$ cat src/rtl/rr_arbiter8way16.sv
// Round-robin arbiter sharing one 16-bit bus among eight requesters,
// with a valid/ready handshake toward the sink and a per-grant burst cap.

module mux8way16 (
    input  logic [15:0] a,
    input  logic [15:0] b,
    input  logic [15:0] c,
    input  logic [15:0] d,
    input  logic [15:0] e,
    input  logic [15:0] f,
    input  logic [15:0] g,
    input  logic [15:0] h,
    input  logic [2:0]  sel,
    output logic [15:0] out
);
    always_comb begin
        out = a;
        case (sel)
            3'd0: out = a;
            3'd1: out = b;
            3'd2: out = c;
            3'd3: out = d;
            3'd4: out = e;
            3'd5: out = f;
            3'd6: out = g;
            3'd7: out = h;
            default: out = a;
        endcase
    end
endmodule

module rr_arbiter8way16 #(
    parameter int MAX_BURST = 4
) (
    input  logic        clock,
    input  logic        reset,
    input  logic [7:0]  req,
    input  logic [15:0] a,
    input  logic [15:0] b,
    input  logic [15:0] c,
    input  logic [15:0] d,
    input  logic [15:0] e,
    input  logic [15:0] f,
    input  logic [15:0] g,
    input  logic [15:0] h,
    input  logic        out_ready,
    output logic [15:0] out,
    output logic        out_valid,
    output logic [7:0]  grant,
    output logic [7:0]  ack,
    output logic [2:0]  sel
);
    localparam int BW = $clog2(MAX_BURST) + 1;
    localparam logic [BW-1:0] BLAST = BW'(MAX_BURST - 1);
    localparam logic [BW-1:0] BONE = BW'(1);

    typedef enum logic {IDLE, GRANT} state_t;

    state_t        state_q, state_d;
    logic [2:0]    sel_q, sel_d;
    logic [2:0]    ptr_q, ptr_d;
    logic [BW-1:0] bcnt_q, bcnt_d;
    logic [15:0]   mux_out;
    logic [7:0]    sel_oh;
    logic [7:0]    m;
    logic          hs;
    logic          rearb;

    // First set bit of mask scanning upward from start, wrapping mod 8.
    function automatic logic [2:0] rr_pick(
        input logic [2:0] start,
        input logic [7:0] mask
    );
        logic [2:0] idx;
        logic [2:0] pick;
        pick = start;
        for (int k = 7; k >= 0; k--) begin
            idx = start + 3'(k);
            if (mask[idx]) pick = idx;
        end
        return pick;
    endfunction

    mux8way16 u_mux (
        .a(a), .b(b), .c(c), .d(d),
        .e(e), .f(f), .g(g), .h(h),
        .sel(sel_q),
        .out(mux_out)
    );

    assign sel_oh    = 8'b1 << sel_q;
    assign out_valid = (state_q == GRANT) & req[sel_q];
    assign out       = out_valid ? mux_out : 16'h0000;
    assign grant     = (state_q == GRANT) ? sel_oh : 8'h00;
    assign hs        = out_valid & out_ready;
    assign ack       = hs ? sel_oh : 8'h00;
    assign sel       = sel_q;
    assign m         = req & ~sel_oh;

    always_comb begin
        state_d = state_q;
        sel_d   = sel_q;
        ptr_d   = ptr_q;
        bcnt_d  = bcnt_q;
        rearb   = 1'b0;
        case (state_q)
            IDLE: begin
                if (|req) begin
                    state_d = GRANT;
                    sel_d   = rr_pick(ptr_q + 3'd1, req);
                    bcnt_d  = '0;
                end
            end
            GRANT: begin
                if (hs) begin
                    ptr_d = sel_q;
                    if (bcnt_q != BLAST) bcnt_d = bcnt_q + BONE;
                    else rearb = 1'b1;
                end else if (!req[sel_q]) begin
                    // A withdrawal before any word leaves the pointer alone.
                    if (bcnt_q != '0) ptr_d = sel_q;
                    rearb = 1'b1;
                end
                if (rearb) begin
                    bcnt_d = '0;
                    if (|m) sel_d = rr_pick(sel_q + 3'd1, m);
                    else state_d = IDLE;
                end
            end
            default: state_d = IDLE;
        endcase
    end

    always_ff @(posedge clock) begin
        if (reset) begin
            state_q <= IDLE;
            sel_q   <= 3'd0;
            ptr_q   <= 3'd7;
            bcnt_q  <= '0;
        end else begin
            state_q <= state_d;
            sel_q   <= sel_d;
            ptr_q   <= ptr_d;
            bcnt_q  <= bcnt_d;
        end
    end
endmodule
$ cat config.mk
export PLATFORM = sky130hd
export DESIGN_NAME = rr_arbiter8way16
export DESIGN_NICKNAME = d
export VERILOG_FILES = /design/src/rtl/rr_arbiter8way16.sv
export SDC_FILE = /design/constraint.sdc
export NUM_CORES = 1
export LEC_CHECK = 0
export ABC_AREA = 1
export BUFFER_PORTS_ARGS = -buffer_cell sky130_fd_sc_hd__buf_2
export CORE_ASPECT_RATIO = 1.2
export CORE_MARGIN = 2
export CORE_UTILIZATION = 46
export CTS_BUF_LIST = sky130_fd_sc_hd__clkbuf_4 sky130_fd_sc_hd__clkbuf_8
export DETAILED_ROUTE_END_ITERATION = 12
export GPL_TIMING_DRIVEN = 0
export PLACE_DENSITY_LB_ADDON = 0.08
export SLEW_MARGIN = 20
export SYNTH_ARGS = -nofsm -noshare
export SYNTH_HDL_FRONTEND = slang
export SYNTH_SLANG_ARGS = --single-unit
$ cat constraint.sdc
create_clock -name clock -period 2.6 [get_ports clock]
set_input_delay 0.52 -clock clock [delete_from_list [all_inputs] [get_ports clock]]
set_output_delay 0.52 -clock clock [all_outputs]
set_load 0.1 [all_outputs]
==> results of run 1 <==
[metal layers]
metal  GRT usage, %  overflow
met1          87.04         6
met2          149.4       705
met3          73.94         4
met4          127.8       218
met5          21.54         0
[through the flow]
stage / area, sq um / hold WS, ns / cells / setup WS, ns
4_1_cts: 5702 / 0.4996 / 838 / -0.1243
3_5_place_dp: 4623 / 0.4931 / 800 / -0.5159
3_3_place_gp: 4623 / 0.4797 / 800 / -0.4807
2_1_floorplan: 3646 / 0.4560 / 541 / -0.2423
[what timing repair did]
| item | 4_1_cts |
|---|---|
| cloned | 3 |
| pin swaps | 16 |
| setup buffers | 32 |
| setup endpoints to repair | 27 |
| resized for setup | 163 |
[logic make-up after synthesis]
kind of cell	Yosys count
compound gates	131
fa+ha+maj	12
xor+xnor	8
mux	1
simple gates	278
flops	10
buf+inv	101
==> out/results.txt, run 1 <==
The synthesized netlist devotes 3.152% of its cell area to XOR and XNOR gates. The number of distinct library cells after synthesis is 46, and the CTS sink count is 10. The cell count after synthesis came out at 541. The flow did not finish. The number of enable-type register cells in the synthesized netlist is 0. The floorplan row count is 32, and the number of nets in the synthesized netlist is 692. The clock passes through at most 2 buffers. The remaining global-route overflow is 933.

For this design, the CTS-stage hold fixing added 0 buffers. The fraction of post-synthesis cell area in the top cell type by area is 20.75%. In the post-synthesis netlist, the biggest area contributors are sky130_fd_sc_hd__nand2_1, sky130_fd_sc_hd__nand3_1, sky130_fd_sc_hd__inv_1. The share of the Yosys chip area taken by registers is 6.549%. In the synthesized netlist, the cells that appear most often are sky130_fd_sc_hd__nand2_1, sky130_fd_sc_hd__inv_1, sky130_fd_sc_hd__nand3_1, sky130_fd_sc_hd__nor2_1, sky130_fd_sc_hd__a21oi_1.

The die is 78.42 um wide. The chip height came out at 93.30 um. The step where the flow halted is global routing (5_1_grt).

sky130_fd_sc_hd__nand2_1 takes more of the synthesized area than any other cell. The compound-cell area share of the yosys netlist works out to 29.96%. In the synthesized netlist, mux cells make up 0.3275% of the area. Routability-driven placement finished with a final weighted congestion of 0.9724.

The first error in the log reads "[ERROR GRT-0232] Routing congestion too high. Check the congestion heatmap in the GUI". The total number of H-tree levels was 1; the number of CTS-inserted buffers was 3. Entering global routing, the biggest net connects 12 pins.

Counting flops with an async set or reset pin after synthesis yields a share of 0%. The tools report the clock root buffer as sky130_fd_sc_hd__clkbuf_8. The number of port buffers was 174; the average size of a mapped cell was 5.650 sq um. Pin placement for this block handled 175 I/O pins.

The initial utilization of the core area, before any placement, comes to 47.42%. After synthesis the netlist holds a flip-flop and latch count of 10. The Yosys step of the flow raised 0 warnings. The main combinational cell family by area after synthesis was simple AND/OR/NAND/NOR gates. The share of synthesized cell area in and, or, nand and nor gates came out at 39.34%.

The estimated wirelength of the detail-placed design was 10860 um. The most used flip-flop cell after synthesis is sky130_fd_sc_hd__dfxtp_1. The logs give 105.8% for the overall global routing resource usage and 3057 sq um for the cell area after synthesis. The dominant cell by count in the synthesized netlist was sky130_fd_sc_hd__nand2_1.

Summing the areas of all fa, ha and maj instances in the mapped netlist gives 4.912% of the synthesized area.
==> inputs of run 2 (changes only) <==
--- a/config.mk
+++ b/config.mk
@@ -7,13 +7,11 @@
 export LEC_CHECK = 0
 export ABC_AREA = 1
 export BUFFER_PORTS_ARGS = -buffer_cell sky130_fd_sc_hd__buf_2
-export CORE_ASPECT_RATIO = 1.2
 export CORE_MARGIN = 2
-export CORE_UTILIZATION = 46
-export CTS_BUF_LIST = sky130_fd_sc_hd__clkbuf_4 sky130_fd_sc_hd__clkbuf_8
+export CORE_UTILIZATION = 38
 export DETAILED_ROUTE_END_ITERATION = 12
 export GPL_TIMING_DRIVEN = 0
-export PLACE_DENSITY_LB_ADDON = 0.08
+export PLACE_DENSITY_LB_ADDON = 0.15
 export SLEW_MARGIN = 20
 export SYNTH_ARGS = -nofsm -noshare
 export SYNTH_HDL_FRONTEND = slang
==> run 2 against run 1 <==
  * The flow now finishes, with violations (setup timing)
  * Area after synthesis unchanged
  * Synthesized cell count unchanged
==> out/results.txt, run 2 <==
The biggest cell delay along the critical path was 0.38 ns. For this design, the slowest cell found on the critical path is sky130_fd_sc_hd__dfxtp_4. The flop and latch count out of synthesis was 10 (unchanged); the critical path data required time was 2.08 ns. The logs give 11160 um (+2.7%) for the estimated wirelength of the detail-placed design and 451 for the DRC marker count from the first detailed-route iteration. The floorplan row count was 32 (unchanged). Sorting the synthesized cells by area gives the leading types as sky130_fd_sc_hd__nand2_1, sky130_fd_sc_hd__nand3_1, sky130_fd_sc_hd__inv_1. The worst-skew pair later-pin latency is 0.24 ns. The logs give 0 (unchanged) for the count of synthesis-stage warnings from yosys and 4618 for the number of global-route vias before repair.

Hold buffer count at cts: 0 (unchanged). TritonCTS built the clock tree. The width of the chip was 93.69 um (+19%). The clock root buffer is sky130_fd_sc_hd__clkbuf_8. The number of CTS-inserted buffers came out at 3 (unchanged). The overall global routing resource usage was 33.47%. The count of TritonRoute iterations in the first routing pass is 6, and the layout overhead on the synthesized area is 101.1%. Initial core utilization: 39.35% (-8.1 points).

The fraction of post-synthesis cell area in the top cell type by area came out at 20.75% (unchanged). For the worst flop-to-flop path, the logic depth is 18. After the last flow step, the layout net total stands at 923. At the pin with the least slew margin, the transition time is 0.5582 ns.

The maximum clock path buffer count is 2 (unchanged), and the number of enable-type register cells in the synthesized netlist is 0 (unchanged). The worst setup path is of the flip-flop to output port kind. The fraction of the cycle the final worst path needs was 111.3%; the global-route wire length before repair was 23260 um. The total number of vias is 5315, and the share of post-route cells with drive strength above 1 is 52.01%. The die covers 8777 sq um. Remaining design rule violation count: 0. In this run the standard cell core region covers 7767 sq um. Type of the most critical hold path: flip-flop to flip-flop. The number of nets in the synthesized netlist is 692 (unchanged), and the number of setup violations in the final report is 28. The post-synthesis sequential area ratio is 6.549% (unchanged).

The run finished, with violations left. The critical path ends at out[9]. The pin count of the biggest net entering global routing is 12, and the routed length per instance is 22.57 um. In the layout the commonest cells are sky130_fd_sc_hd__nand2_1, sky130_fd_sc_hd__buf_2, sky130_fd_sc_hd__inv_1, sky130_fd_sc_hd__buf_4, sky130_fd_sc_hd__nand3_1.

The share of flip-flops with an asynchronous set or reset after synthesis was 0% (unchanged); the remaining global-route overflow was 0. The average size of a mapped cell works out to 5.650 sq um (unchanged). After clock tree synthesis, the clock-pin slew on the worst setup and hold paths is 0.05 ns. The chip height works out to 93.69 um (+0.42%). The detailed-route wire length came out at 19770 um.

The run gives 46 (unchanged) as the number of distinct library cells after synthesis. Setup repair after global routing could not meet its margin everywhere. The commonest non-fill, non-tap cell in the layout is sky130_fd_sc_hd__nand2_1. The critical path starts at sel[0]$_SDFFE_PP0P_. The CTS sink count was 10 (unchanged); the final instance area was 6148 sq um.

Placer's final routability congestion estimate: 0.9332 (-4.0%). The total power density per cell area works out to 1296 nW/um^2. The number of filler cells placed in the layout was 481; the biggest fanout along the worst timing path was 6. The final number of hold-violating endpoints is 0, and the number of port buffers is 174 (unchanged).

Walking the worst path, the cells encountered are buf_8 -> inv_8 -> buf_12 -> ha_4 -> nor2_4 -> nand2_2 -> nor2_4 -> buf_6 -> nand2_4 -> a31oi_4 -> buf_12. Registers are responsible for 3.0% of the overall power. Across the whole layout, storage elements account for 211.5 sq um. Total leakage power: 3.014 nW.

The worst pin sits at a relative slew slack of 62.55%. The count of max-cap constraint violations is 0, and the number of max-slew violations in the final report is 0. Cell taking the most area after synthesis: sky130_fd_sc_hd__nand2_1. Clock skew on the completed layout was measured at 0.001740 ns. Timing would allow up to 0.3454 GHz. Worst flop-to-flop path startpoint: sel[0]$_SDFFE_PP0P_. Capture point of the worst reg-to-reg path: sel[0]$_SDFFE_PP0P_.

The area of the multi-input gates was 3377 sq um. STA classifies the critical path startpoint as a flip-flop. The run gives 817 (+2.1%) as the post-placement cell count. In this run, the combinational gates consume 94.6% of the power. In the routed layout, each cell is associated on average with a via count of 6.067. In the synthesized netlist the dominant register cell turns out to be sky130_fd_sc_hd__dfxtp_1.

The sum of buffers and inverters on the critical path works out to 5. The residual antenna-violating net count after detailed routing is 0, and the signal arrival time at the worst endpoint is 2.38 ns. The routed design could run at a clock period as short as 2.895 ns.

The top-level I/O count was 175 (unchanged). The commonest cells after synthesis are sky130_fd_sc_hd__nand2_1, sky130_fd_sc_hd__inv_1, sky130_fd_sc_hd__nand3_1, sky130_fd_sc_hd__nor2_1, sky130_fd_sc_hd__a21oi_1. Broken down by cell family, the worst path's largest delay share belongs to buffers and inverters. The tools report the fraction of power consumed by the clock network as 2.5%. The tools report the net switching power of the design as 4.855 mW. The checks that failed: setup timing.

The number of antenna violations at the first check in global routing was 3; the cell area reported after detailed placement was 4644 sq um (+0.46%). In the post-synthesis netlist, the cell with the most instances is sky130_fd_sc_hd__nand2_1. The least setup slack across all paths after layout is -0.2951 ns, and the post-synthesis cell count is 541 (unchanged). STA classifies the critical path endpoint as an output port.

The cell area after synthesis is 3057 sq um (unchanged). The switching share of total power is 60.94%. Internal cell power: 3.111 mW.

For the total number of H-tree levels, the log shows 1 (unchanged). After the flow finishes, the layout carries non-filler instances totaling 876. The worst-case IR drop observed on VDD is 0.0009341 V. The slack of the worst reg-to-reg path was -0.05 ns. In this run the number of cells on the critical path is 11.
run 2: cell counts after synthesis:
No cell type changed its count.
run 2: cells by family after synthesis:
kind of cell             after synthesis  share of synthesized area, %
flip-flops                            10                         6.549
XOR/XNOR                               8                         3.152
buffers and inverters                101                         15.76
AND/OR/NAND/NOR                      278                         39.34
AO/OA/AOI/OAI                        131                         29.96
multiplexers                           1                        0.3275
adder cells (fa/ha/maj)               12                         4.912
run 2: through the flow:
step	utilization [%]	power (mW)	setup slack, ns	TNS [ns]	hold slack, ns
finish	79.16	7.966	-0.2951	-5.414	0.5131
CTS	72.25	6.977	-0.07741	-0.7014	0.4995
detailed placement	59.79	5.806	-0.4628	-7.393	0.4930
global route	79.12	8.420	-0.3118	-6.154	0.5349
global placement	59.79	5.738	-0.4284	-6.778	0.4744
floorplan	-	4.804	-0.2423	-4.287	0.4560
run 2: area by class of cell:
| type | count | share of cell area [%] |
|---|---|---|
| multi-input cells | 430 | 54.92 |
| well taps | 102 | 2.076 |
| clock buffers | 4 | 0.8954 |
| plain buffers | 20 | 4.497 |
| inverters | 78 | 6.003 |
| repair buffers | 229 | 28.04 |
| flip-flops and latches | 10 | 3.439 |
| diodes | 3 | 0.1221 |
run 2: power by group through the flow:
stage | combinational [mW] | clock, mW | sequential [mW]
after floorplan | 4.44 | 0 | 0.361
after global placement | 5.49 | 0 | 0.247
after detailed placement | 5.56 | 0 | 0.247
after CTS | 6.55 | 0.191 | 0.233
after global routing | 7.98 | 0.202 | 0.239
final | 7.53 | 0.196 | 0.236
run 2: worst min-delay path by stage:
stage | from | to | slack (ns) | depth (start not counted)
3_5_place_dp | bcnt_q[1]$_SDFFE_PP0P_ | bcnt_q[1]$_SDFFE_PP0P_ | 0.49 | 2
4_1_cts | bcnt_q[1]$_SDFFE_PP0P_ | bcnt_q[1]$_SDFFE_PP0P_ | 0.50 | 2
2_1_floorplan | bcnt_q[1]$_SDFFE_PP0P_ | bcnt_q[1]$_SDFFE_PP0P_ | 0.46 | 2
6_report | ptr_q[1]$_SDFFE_PP1P_ | ptr_q[1]$_SDFFE_PP1P_ | 0.51 | 2
3_3_place_gp | bcnt_q[1]$_SDFFE_PP0P_ | bcnt_q[1]$_SDFFE_PP0P_ | 0.47 | 2
5_1_grt | ptr_q[1]$_SDFFE_PP1P_ | ptr_q[1]$_SDFFE_PP1P_ | 0.53 | 2
run 2: repair_timing:
item / 4_1_cts / 5_1_grt
resized for setup: 150 / 70
endpoints found under the setup margin: 27 / 28
hold endpoints to repair: 0 / 0
setup buffers: 26 / 25
gates cloned: 2 / 2
pin swaps: 12 / 27
run 2: metal layers:
layer / vias up / GRT usage (%) / wire, um
met4: 2 / 16.30 / 1661
met1: 2420 / 40.23 / 6880
met2: 444 / 57.02 / 9089
li1: 2294 / - / -
met3: 155 / 6.180 / 2127
met5: - / 0 / 13
run 2: worst min-delay path: stages, from the launching register on:
cell,delay [ns]
sky130_fd_sc_hd__dfxtp_1,0.33
sky130_fd_sc_hd__inv_1,0.06
sky130_fd_sc_hd__o21ai_0,0.07
Note: power is estimated with default switching activity, not from simulation.
==> inputs of run 3 (changes only) <==
--- a/config.mk
+++ b/config.mk
@@ -5,7 +5,6 @@
 export SDC_FILE = /design/constraint.sdc
 export NUM_CORES = 1
 export LEC_CHECK = 0
-export ABC_AREA = 1
 export BUFFER_PORTS_ARGS = -buffer_cell sky130_fd_sc_hd__buf_2
 export CORE_MARGIN = 2
 export CORE_UTILIZATION = 38
==> constraint.sdc (replaced) <==
create_clock -name clock -period 2.75 [get_ports clock]
set_input_delay 0.1375 -clock clock [delete_from_list [all_inputs] [get_ports clock]]
set_output_delay 0.1375 -clock clock [all_outputs]
set_load 0.1 [all_outputs]
==> run 3 against run 2 <==
  * The run still ends with setup timing left
  * Clock skew up 0.0037 ns
  * Area after synthesis up 13%
  * Core utilization down 11 points
  * Sequential cell count unchanged
  * Sequential power down 2%
==> out/results.txt, run 3 <==
The flow ran to the end, but the final reports show violations. The final reports fail on setup timing. The maximum clock path buffer count is 2 (unchanged), and the worst-margin pin slew is 0.8187 ns (+0.2605 ns). Portion of total power attributed to sequential cells: 3.4% (+0.4 points). The tools report the worst-case headroom to the max-slew limit as 45.42% (-17 points). For the worst clock skew on the final layout, the log shows 0.005412 ns (+0.003672 ns). The chip height came out at 99.28 um (+6.0%). The fraction of post-synthesis cell area in the top cell type by area is 16.32% (-4.4 points), and the fraction of power consumed by the clock network is 2.3% (-0.2 points).

The area of the multi-input gates was 3669 sq um (+8.6%). The total number of vias came out at 4734 (-11%). The number of global-route vias before repair is 4515 (-2.2%), and the number of filler cells placed in the layout is 720 (+50%).

The signal arrival time at the worst endpoint was 3.03 ns (+0.65 ns). The min-delay analysis places its worst path in the category input port to flip-flop. The critical path data required time is 2.87 ns (+0.79 ns), and the slack of the worst reg-to-reg path is -0.16 ns (-0.11 ns). The run gives 5.803% (-0.75 points) as the post-synthesis sequential area ratio. The initial core utilization was 39.36% (about the same). The number of setup violations in the final report is 16 (-43%), and the total power density per cell area is 1146 nW/um^2 (-12%). Static timing analysis puts the maximum clock frequency at 0.3436 GHz. By area the synthesized netlist is led by sky130_fd_sc_hd__mux2_2, sky130_fd_sc_hd__nand2_1, sky130_fd_sc_hd__dfxtp_1. The average size of a mapped cell was 7.308 sq um (+29%); the CTS sink count was 10 (unchanged).

TritonCTS built the clock tree. For the total leakage power, the log shows 2.593 nW (-14%). The number of enable-type register cells in the synthesized netlist was 0 (unchanged). The biggest fanout along the worst timing path is 4 (-2), and the number of nets in the final layout is 833 (-9.8%).

Total number of H-tree levels: 1 (unchanged). The worst path in the final design needs a cycle of 2.910 ns, including I/O delays and setup. The worst voltage drop across the vdd grid is 0.0005163 V (-45%).

The number of distinct library cells after synthesis is 71 (+54%). The post-synthesis cell count is 472 (-13%), and the layout overhead on the synthesized area is 72.07%. The share of post-route cells with drive strength above 1 is 57.12% (+5.1 points), and the number of antenna violations at the first check in global routing is 0 (-3).

The pin count of the biggest net entering global routing came out at 19 (+7). The count of synthesis-stage warnings from yosys was 0 (unchanged); the remaining design rule violation count was 0 (unchanged). The worst setup path is launched from a flip-flop.

The tools report the portion of total power attributed to combinational logic as 94.3% (-0.3 points). The switching share of total power came out at 55.27% (-5.7 points). Setup repair after global routing could not meet its margin everywhere. Hold path depth: 4 (+2). The share of flip-flops with an asynchronous set or reset after synthesis is 0% (unchanged), and the net switching power of the design is 3.758 mW (-23%).

The top cell types in the final layout, fill and taps aside, are sky130_fd_sc_hd__buf_2, sky130_fd_sc_hd__nand2_1, sky130_fd_sc_hd__mux2_2, sky130_fd_sc_hd__buf_4, sky130_fd_sc_hd__nor2_1. In this run the critical register-to-register path is launched from sel[1]$_SDFFE_PP0P_. Kind of end point of the critical path: a flip-flop. The tools report the remaining global-route overflow as 0 (unchanged). The number of max-slew violations in the final report is 0 (unchanged), and the routed length per instance is 19.97 um (-12%). The run gives 0.9114 (-2.3%) as the placer's final routability congestion estimate. Biggest cell delay along the critical path: 0.50 ns (+0.12 ns). After layout, the worst path uses 105.8% of the clock period. The logic depth of the worst register-to-register path works out to 10 (-8). The floorplan row count is 34 (+6.3%), and the clock-pin slew of the registers on the worst-case setup and hold paths is 0.05 ns (about the same). The width of the chip is 99.28 um (+6.0%). For the footprint of the flip-flops and latches, the log shows 219.0 sq um (+3.6%).

Of all cell types, the one taking the most synthesized area is sky130_fd_sc_hd__mux2_2. Internal cell power: 3.041 mW (-2.2%). The worst-skew pair later-pin latency is 0.23 ns (about the same), and the detail-routed via count per cell is 6.000 (-1.1%). The clock root buffer is sky130_fd_sc_hd__clkbuf_8.

The tools report the global-route wire length before repair as 23360 um (+0.45%). The logs give 3450 sq um (+13%) for the cell area after synthesis and 5 (-1) for the count of TritonRoute iterations in the first routing pass. The DRC marker count from the first detailed-route iteration was 262 (-42%); the number of port buffers was 172 (-1.1%). For the total core area, the log shows 8763 sq um (+13%). The least setup slack across all paths after layout is -0.1601 ns (+0.1350 ns).

The fraction of the core area covered by cells at the end of the flow was 67.73% (-11 points); the count of max-cap constraint violations was 0 (unchanged). The detailed-route wire length came out at 15760 um (-20%). In this run the most critical hold path is launched from out_ready. Leaving out fill and tap cells, the most frequent cell in the layout is sky130_fd_sc_hd__buf_2. On the critical path, the stage with the largest delay is an instance of sky130_fd_sc_hd__mux4_2. For the final number of hold-violating endpoints, the log shows 0 (unchanged).

The estimated wirelength of the detail-placed design came out at 11690 um (+4.8%). The logs give 175 (unchanged) for the top-level I/O count and 9856 sq um (+12%) for the floorplan die area. Category of the critical setup timing path: flip-flop to flip-flop.

The worst-case hold path end point is state_q$_SDFF_PP0_. The tools report the capture point of the worst reg-to-reg path as sel[1]$_SDFFE_PP0P_. The overall global routing resource usage was 28.99% (-4.5 points); the residual antenna-violating net count after detailed routing was 0 (unchanged). By instance count, the leading cell after synthesis is sky130_fd_sc_hd__nand2_1. The total inserted antenna cells was 0 (-3). The most used flip-flop cell after synthesis is sky130_fd_sc_hd__dfxtp_1. The flop and latch count out of synthesis works out to 10 (unchanged). The critical path goes through clkinvlp_4 -> ha_4 -> and2b_2 -> o22a_1 -> mux4_2 -> nor2_2 -> o311a_1 -> mux2i_1 -> o2111ai_2 -> a2111oi_2.

The number of CTS-inserted buffers is 3 (unchanged), and the total power of the final layout is 6.800 mW (-15%). For the number of nets in the synthesized netlist, the log shows 623 (-10%). Counting instances in the post-synthesis netlist gives the leading cell types as sky130_fd_sc_hd__nand2_1, sky130_fd_sc_hd__nor2_1, sky130_fd_sc_hd__mux2_2, sky130_fd_sc_hd__clkbuf_1, sky130_fd_sc_hd__inv_1.
## run 3: cell count changes after synthesis, sizes merged, moves of 15 or more
cell,previous run,this run
inv,74,24
a222oi,0,17
nand3,60,10
clkbuf,10,25
nand2,177,63
mux2i,1,16
mux2,0,51
a22o,20,0
## run 3: how the worst max path moves through the flow
stage / startpoint / endpoint / slack, ns
after detailed placement: sel[2]$_SDFFE_PP0P_ / sel[1]$_SDFFE_PP0P_ / -0.60
after global routing: sel[2]$_SDFFE_PP0P_ / sel[1]$_SDFFE_PP0P_ / -0.26
after global placement: sel[2]$_SDFFE_PP0P_ / sel[1]$_SDFFE_PP0P_ / -0.52
after floorplan: sel[2]$_SDFFE_PP0P_ / sel[0]$_SDFFE_PP0P_ / -0.38
final: sel[1]$_SDFFE_PP0P_ / sel[1]$_SDFFE_PP0P_ / -0.16
after CTS: sel[2]$_SDFFE_PP0P_ / sel[1]$_SDFFE_PP0P_ / -0.15
## run 3: cell type report
| class | count | area share, % |
|---|---|---|
| timing repair buffer | 209 | 24.58 |
| clock buffer | 4 | 0.7589 |
| sequential | 10 | 3.689 |
| buffer | 31 | 4.869 |
| tap | 108 | 2.277 |
| inverter | 26 | 2.024 |
| multi-input combinational | 401 | 61.80 |
## run 3: power groups by stage
| stage | combinational, mW | sequential (mW) | clock (mW) |
|---|---|---|---|
| final | 6.41 | 0.232 | 0.154 |
| after global routing | 6.75 | 0.235 | 0.170 |
| after CTS | 5.84 | 0.232 | 0.161 |
| after detailed placement | 4.77 | 0.248 | 0 |
| after global placement | 4.71 | 0.248 | 0 |
| after floorplan | 3.76 | 0.335 | 0 |
## run 3: worst max-delay path, delay by kind of cell (launching register included)
kind	cells	cell delay [ns]
flops	1	0.38
compound gates	4	0.98
buf+inv	1	0.15
mux	2	0.75
simple gates	2	0.33
fa+ha+maj	1	0.20
## run 3: routing by layer
| layer | wire length [um] | part of all wire (%) | vias up | track usage (%) |
|---|---|---|---|---|
| met2 | 8035 | 51 | 220 | 52.70 |
| met1 | 6226 | 40 | 2256 | 35.95 |
| met4 | 389 | 2.5 | 0 | 7.903 |
| met5 | 0 | 0 | - | 0 |
| li1 | - | - | 2223 | - |
| met3 | 1105 | 7.0 | 35 | 3.584 |
## run 3: kinds of logic (layout without fill, tap and decap cells)
logic type,after synthesis,count (layout),synth area share [%]
flops,10,10,5.803
fa+ha+maj,12,12,4.352
simple gates,178,178,23.90
buf+inv,61,270,7.725
xor+xnor,10,10,2.757
compound gates,125,125,28.07
mux,76,76,27.38
## run 3: timing repair
action	in CTS	in global routing
gates cloned	2	0
setup buffers	24	12
hold buffers	0	0
pin swaps	20	29
resized for setup	137	48
endpoints found under the setup margin	30	27
## run 3: per-stage QoR
step / hold slack, ns / TNS [ns] / setup slack, ns / cells / cell area, sq um
finish: 0.4234 / -1.043 / -0.1601 / 789 / 5936
global route: 0.4469 / -2.309 / -0.2648 / 789 / 5936
CTS: 0.4155 / -0.2598 / -0.1469 / 780 / 5670
detailed placement: 0.4950 / -6.605 / -0.6020 / 752 / 4791
global placement: 0.4704 / -6.112 / -0.5194 / 752 / 4790
floorplan: 0.4258 / -5.127 / -0.3807 / 472 / 3794
